===== config.mk =====
export PLATFORM = sky130hd
export DESIGN_NAME = accel_dma_port
export DESIGN_NICKNAME = d
export VERILOG_FILES = /design/src/rtl/accel_dma_port.sv
export SDC_FILE = /design/constraint.sdc
export NUM_CORES = 1
export LEC_CHECK = 0
export CORE_MARGIN = 3
export CORE_UTILIZATION = 48
export CTS_CLUSTER_SIZE = 12
export DETAILED_ROUTE_END_ITERATION = 10
export PLACE_DENSITY = 0.77
export SLEW_MARGIN = 15
export SYNTH_ARGS = -nofsm -noshare
export SYNTH_HDL_FRONTEND = slang
export SYNTH_SLANG_ARGS = --single-unit

===== constraint.sdc =====
create_clock -name clk -period 3.3 [get_ports clk]
set_input_delay 0.66 -clock clk [delete_from_list [all_inputs] [get_ports clk]]
set_output_delay 0.66 -clock clk [all_outputs]
set_load 0.01 [all_outputs]

===== src/rtl/accel_dma_port.sv =====
// accel_dma_port: block-copy DMA engine owning the shared data memory port
//
// Ports:
//   clk, rst                     clock, asynchronous active-high reset
//   cpu_mem_read/cpu_mem_write   CPU MEM-stage request, cpu_addr/cpu_wdata
//   cpu_rdata, cpu_stall         CPU load data, hold-request indication
//   start, src_addr, dst_addr,   single-cycle copy command with word addresses
//   len                          and word count (values above 1024 clamp to 1024)
//   busy, done, err              copy running, completion pulse, reject pulse
//   mem_read/mem_write, addr,    single request port to data memory
//   write_data, read_data        (read_data is combinational, same cycle)
//
// Build option: DMA_WINDOW_CHECK_EN rejects copies whose source or destination
// range crosses a 64K-word window (addr[18:16]); without it err is tied low
// and addresses wrap silently.
module accel_dma_port #(
    parameter int DW = 19,
    parameter int LW = 11
) (
    input  logic          clk,
    input  logic          rst,
    input  logic          cpu_mem_read,
    input  logic          cpu_mem_write,
    input  logic [DW-1:0] cpu_addr,
    input  logic [DW-1:0] cpu_wdata,
    output logic [DW-1:0] cpu_rdata,
    output logic          cpu_stall,
    input  logic          start,
    input  logic [DW-1:0] src_addr,
    input  logic [DW-1:0] dst_addr,
    input  logic [LW-1:0] len,
    output logic          busy,
    output logic          done,
    output logic          err,
    output logic          mem_read,
    output logic          mem_write,
    output logic [DW-1:0] addr,
    output logic [DW-1:0] write_data,
    input  logic [DW-1:0] read_data
);
    typedef enum logic [1:0] {IDLE, RD, WR, DONE} state_t;
    localparam logic [LW-1:0] MAX_LEN = LW'(1024);
    state_t state, state_nx;
    logic [LW-1:0] idx, len_r, len_c;
    logic [DW-1:0] src_r, dst_r, data_r;
    logic reject, last, accept;
    assign len_c  = (len > MAX_LEN) ? MAX_LEN : len;
    assign last   = idx == len_r - 1'b1;
    assign accept = state == IDLE && start && !reject;
`ifdef DMA_WINDOW_CHECK_EN
    logic [DW-1:0] src_end, dst_end;
    logic err_q;
    assign src_end = src_addr + DW'(len_c) - DW'(1);
    assign dst_end = dst_addr + DW'(len_c) - DW'(1);
    assign reject  = len_c != '0 && (src_addr[DW-1:DW-3] != src_end[DW-1:DW-3] ||
                                     dst_addr[DW-1:DW-3] != dst_end[DW-1:DW-3]);
    always_ff @(posedge clk or posedge rst)
        if (rst) err_q <= 1'b0;
        else     err_q <= state == IDLE && start && reject;
    assign err = err_q;
`else
    assign reject = 1'b0;
    assign err    = 1'b0;
`endif
    always_ff @(posedge clk or posedge rst)
        if (rst) state <= IDLE;
        else     state <= state_nx;
    always_comb begin
        state_nx = state == IDLE ? (accept ? (len_c == '0 ? DONE : RD) : IDLE) :
                   state == RD   ? WR :
                   state == WR   ? (last ? DONE : RD) : IDLE;
    end
    always_ff @(posedge clk or posedge rst) begin
        if (rst) begin
            idx    <= '0;
            src_r  <= '0;
            dst_r  <= '0;
            len_r  <= '0;
            data_r <= '0;
        end else if (accept) begin
            idx   <= '0;
            src_r <= src_addr;
            dst_r <= dst_addr;
            len_r <= len_c;
        end else if (state == RD) begin
            data_r <= read_data;
        end else if (state == WR && !last) begin
            idx <= idx + 1'b1;
        end
    end
    // Pass-through drops a read that collides with a write so the memory never
    // sees both strobes at once.
    always_comb begin
        busy       = state == RD || state == WR;
        done       = state == DONE;
        mem_read   = state == RD || (!busy && cpu_mem_read && !cpu_mem_write);
        mem_write  = state == WR || (!busy && cpu_mem_write);
        addr       = state == RD ? src_r + DW'(idx) :
                     state == WR ? dst_r + DW'(idx) : cpu_addr;
        write_data = state == WR ? data_r : busy ? '0 : cpu_wdata;
        cpu_rdata  = busy ? '0 : read_data;
        cpu_stall  = busy && (cpu_mem_read || cpu_mem_write);
    end
endmodule

Yosys cells after proc, flatten, opt, wreduce, memory -nomap -nowiden
Cells that the tools add are included.
{"block": "totals", "ff_bits": 81, "input_bits": 111, "elab_cells": 50}
{"block": "op_classes", "eq_ne": 5, "bitwise_logic": 1, "muxes": 15, "n_reduce_logical": 18, "add_sub_neg": 4, "order_cmp": 1}
{"cell": "$mux 19", "count": 5}
{"cell": "$mux 11", "count": 4}
{"cell": "$add 19x11->19", "count": 2}
{"cell": "$mux 2", "count": 6}
{"cell": "$add 11x1->11 const B", "count": 1}
{"cell": "$eq 11x11->1", "count": 1}
{"cell": "$gt 11x11->1 const B", "count": 1}
{"cell": "$logic_not 11->1", "count": 1}
{"cell": "$sub 11x1->11 const B", "count": 1}
{"cell": "$logic_and 1x1->1", "count": 6}
{"cell": "$eq 2x2->1 const B", "count": 2}
{"cell": "$logic_or 1x1->1", "count": 4}
{"cell": "$reduce_and 2->1", "count": 2}
{"cell": "$logic_not 1->1", "count": 3}
{"cell": "$eq 2x1->1 const B", "count": 1}
{"cell": "$logic_not 2->1", "count": 1}
{"cell": "$ne 2x2->1 const B", "count": 1}
{"cell": "$reduce_bool 2->1", "count": 1}
{"cell": "$not 1->1", "count": 1}

Logic depth before layout (Yosys ltp)
{"block": "depth", "ltp_word": 7, "depth_mapped": 9}

Least setup slack after synthesis
OpenSTA, ideal clock, no wires.
{"block": "synth_path", "path_type": "flip-flop to output port", "start": "reg idx[0]", "end": "out addr[16]", "arrival_time_ns": 2.537, "path_slack_ns": 0.103, "n_path_buf": 0, "stages_incl_launch_ff": 10, "cell_sequence": "dfrtp_1 -> ha_1 -> fa_1 -> a21o_1 -> a21boi_0 -> o21ai_0 -> a221o_1 -> and3_1 -> a221oi_1 -> o21ai_0"}
{"block": "synth_between", "elab_chain_len": 3}
{"item": "start: declaration", "line_no": "44", "rtl": "logic [LW-1:0] idx, len_r, len_c;"}
{"item": "start signal: assignment", "line_no": "88", "rtl": "idx <= idx + 1'b1;"}
{"item": "$add 19x11->19", "line_no": "99", "rtl": "state == WR ? dst_r + DW'(idx) : cpu_addr;"}
{"item": "$mux 19", "line_no": "99"}
{"item": "$mux 19 (*)", "line_no": "98", "rtl": "addr = state == RD ? src_r + DW'(idx) :"}
{"item": "end: declaration", "line_no": "37", "rtl": "output logic [DW-1:0] addr,"}
Mark *: on every way between the ends. The rest lies on a longest branch, timed or not.

Final worst setup path
Same ends and word-level chain as after synthesis.

==> metrics.txt <==
largest cells by area after synthesis dfrtp_1, mux2_2, ha_1, nand2_1, o21ai_0; Reg2Reg Depth 8; gr ovfl total 0; GR met2 Demand/Resource 0.5197; layout cells sized above 1 0.2761; pwr dens 905.2 nW/um^2; worst skew pair latency 350 ps; Arrival @ worst endpoint 2830 ps; setup violators final 9; FF+latch count, synth 81; yosys warns 0; CP endpoint kind primary output; Diodes inserted 0; placed cells 950; nets 987; Starting Density 0.4991; most frequent cell after synthesis dfrtp_1; IO Count 174; Max-Cap Viols 0; Req. time, crit path 2640 ps; GPL Wtd Cong 0.8754; initial antenna violation count 0; clock skew 3.852 ps; Setup WS post-layout -192.1 ps; post-synthesis async set-or-reset flop share 1.000; Finished Cell Area 8761 sq um; part of the power in the clock network 0.135; ANT nets after route 0; cell taking the most area after synthesis dfrtp_1; failing checks setup timing; CP startpoint kind register; sequential power share 0.240; Switching Share 0.4135; drt pass-1 iters 5; grt met1 use 0.3518; Gate power share 0.625; minimum clock period 3492 ps; sequential area share after synthesis 0.3512; Max VDD drop 487.3 uV; slowest library cell on the worst path a221o_2; syn avg cell area 9.556 sq um; fin crit share 1.058; Hold Path Depth 1; PortBufs 172; via count 5894; clock sink total 81; Fin Setup TNS -1217 ps; Hold/Removal Path Class register to register; Psw 3.279 mW; count of unique library cells instantiated by Yosys 71; Min-Delay Startpoint data_r[16]$_DFFE_PP0P_; Slew Limit Fails 0; Longest Clk Path Bufs 2; total power 7.930 mW; number of synthesized flops with an enable pin 0; status finished with violations; num rows 39; die extent in y 115.7 um; Primary FF master, synth dfrtp_1; root buf cell clkbuf_16; mapped cell area 5772 sq um; Layout area overhead 51.79%; critical path type register to primary output; r2r startpoint state[1]$_DFF_PP0_; Max-slew headroom 0.5537; endpoints failing hold 0; synthesized net count 745; first-pass GRT wire length 30.43 mm; H-tree levels 3; RSZ-0062 raised after global routing true; WHS Endpoint data_r[16]$_DFFE_PP0P_; Leak Pwr 3.814 nW; TritonCTS Buffers 9; Largest stage delay, worst path 420 ps; grt peak-use layer met2; die area 13380 sq um; 1st-iter DRT viols 362; Core ar. 11560 sq um; Final Routed Wirelength 19.76 mm; FF-to-FF setup slack 770 ps; internal power 4.651 mW; DP Area 8000 sq um; pin count of the biggest net entering global routing 45; met3 GRT Util 0.05849; Post-route DRC 0; maximum clock rate 286.4 MHz; worst reg2reg endpoint idx[8]$_DFFE_PP0P_; die width 115.7 um; Reg clk slew, reported paths 60 ps; Worst Tran Pin Value 663.3 ps; Yosys top cell area share 0.3512; Synth Instances 604; Total Routing Usage GR 0.2922; commonest cells in the netlist dfrtp_1, mux2_2, nand2_1, o21ai_0, nor2_1; Non-Filler Instances 994; via/cell ratio 5.930; critical path, cell by cell ha_2 -> fa_2 -> a21o_1 -> a21boi_2 -> o21ai_2 -> a221o_2 -> and3_4 -> a221oi_2 -> o21ai_1 -> buf_2; HPWL Detailed 13.60 mm; Wirelength per Cell 19.88 um; CTS tree yes; vias in the first global route 5967; Critical Path Fanout Max 6
timing repair:
item / 4_1_cts / 5_1_grt
endpoints found under the setup margin: 16 / 16
pin swaps: 26 / 13
resized for setup: 97 / 28
hold buffers: 0 / 0
buffers inserted: 25 / 6
power by group through the flow:
stage	registers [mW]	logic, mW	clock network [mW]
global route	1.95	5.33	1.13
global placement	1.84	4.56	0
CTS	1.87	4.80	1.08
finish	1.90	4.96	1.07
floorplan	1.73	2.80	0
detailed placement	1.87	4.68	0
worst max-delay path: cells and delay by family, from the launching register on:
family          cells  cell delay (ps)
fa+ha+maj           2              540
simple gates        1              180
compound gates      6             1220
flops               1              390
buf+inv             1              160
logic make-up after synthesis:
logic type                 count (synthesis)  share of synthesized area
and+or+nand+nor                          190                     0.1812
AOI/OAI and AO/OA                        154                     0.1797
DFF                                       81                     0.3512
muxes                                     70                     0.1342
buffers and inverters                     43                    0.03230
xor gates and xnor gates                  35                    0.05311
adders and majority gates                 30                    0.06764
other                                      1                  0.0006497
through the flow:
step	util	setup slack (ps)	hold WS (ps)
global placement	0.6918	-467.7	490.1
finish	0.7575	-192.1	512.4
CTS	0.7451	-176.5	513.5
detailed placement	0.6918	-465.0	499.5
floorplan	-	103.4	480.6
global route	0.7575	-304.8	530.4
cells in the final DEF (no fill, tap or decap), types with 10 or more instances in the layout:
cell	n
xnor2_1	19
xor2_1	16
o21ai_1	10
nand2b_1	18
nor2_1	30
nor2b_1	20
a22o_1	18
nand2_1	52
buf_2	11
buf_4	78
a21oi_1	19
mux2i_1	11
dfrtp_1	79
o21ai_0	28
mux2_2	59
inv_1	15
ha_1	17
clkdlybuf4s50_1	155
nand3_1	12
registers in the layout, summed over array words and instances, names as in the netlist:
signal / cells
data_r: 19
dst_r: 19
src_r: 19
idx: 11
len_r: 11
state: 2
worst max path at each step:
stage	from	endpoint	slack [ps]	cells past startpoint
global placement	idx[0]$_DFFE_PP0P_	addr[18]	-470	10
floorplan	idx[0]$_DFFE_PP0P_	addr[16]	100	9
detailed placement	idx[0]$_DFFE_PP0P_	addr[16]	-460	10
finish	idx[0]$_DFFE_PP0P_	addr[16]	-190	10
global route	idx[1]$_DFFE_PP0P_	addr[16]	-300	10
CTS	idx[0]$_DFFE_PP0P_	addr[14]	-180	11
per-layer routing:
layer / vias up / part of all wire
li1: 2684 / -
met3: 55 / 0.059
met5: - / 0
met4: 0 / 0.029
met1: 2904 / 0.39
met2: 251 / 0.52
final cells by class:
class	count	area [sq um]
Multi-Input combinational cell	480	3836
Clock inverter	3	65.06
Timing Repair Buffer	258	2350
Tap cell	143	178.9
Sequential cell	81	2029
Fill cell	755	2804
Clock buffer	13	240.2
Inverter	16	61.31
No activity file was read; power rests on OpenSTA's default activity.
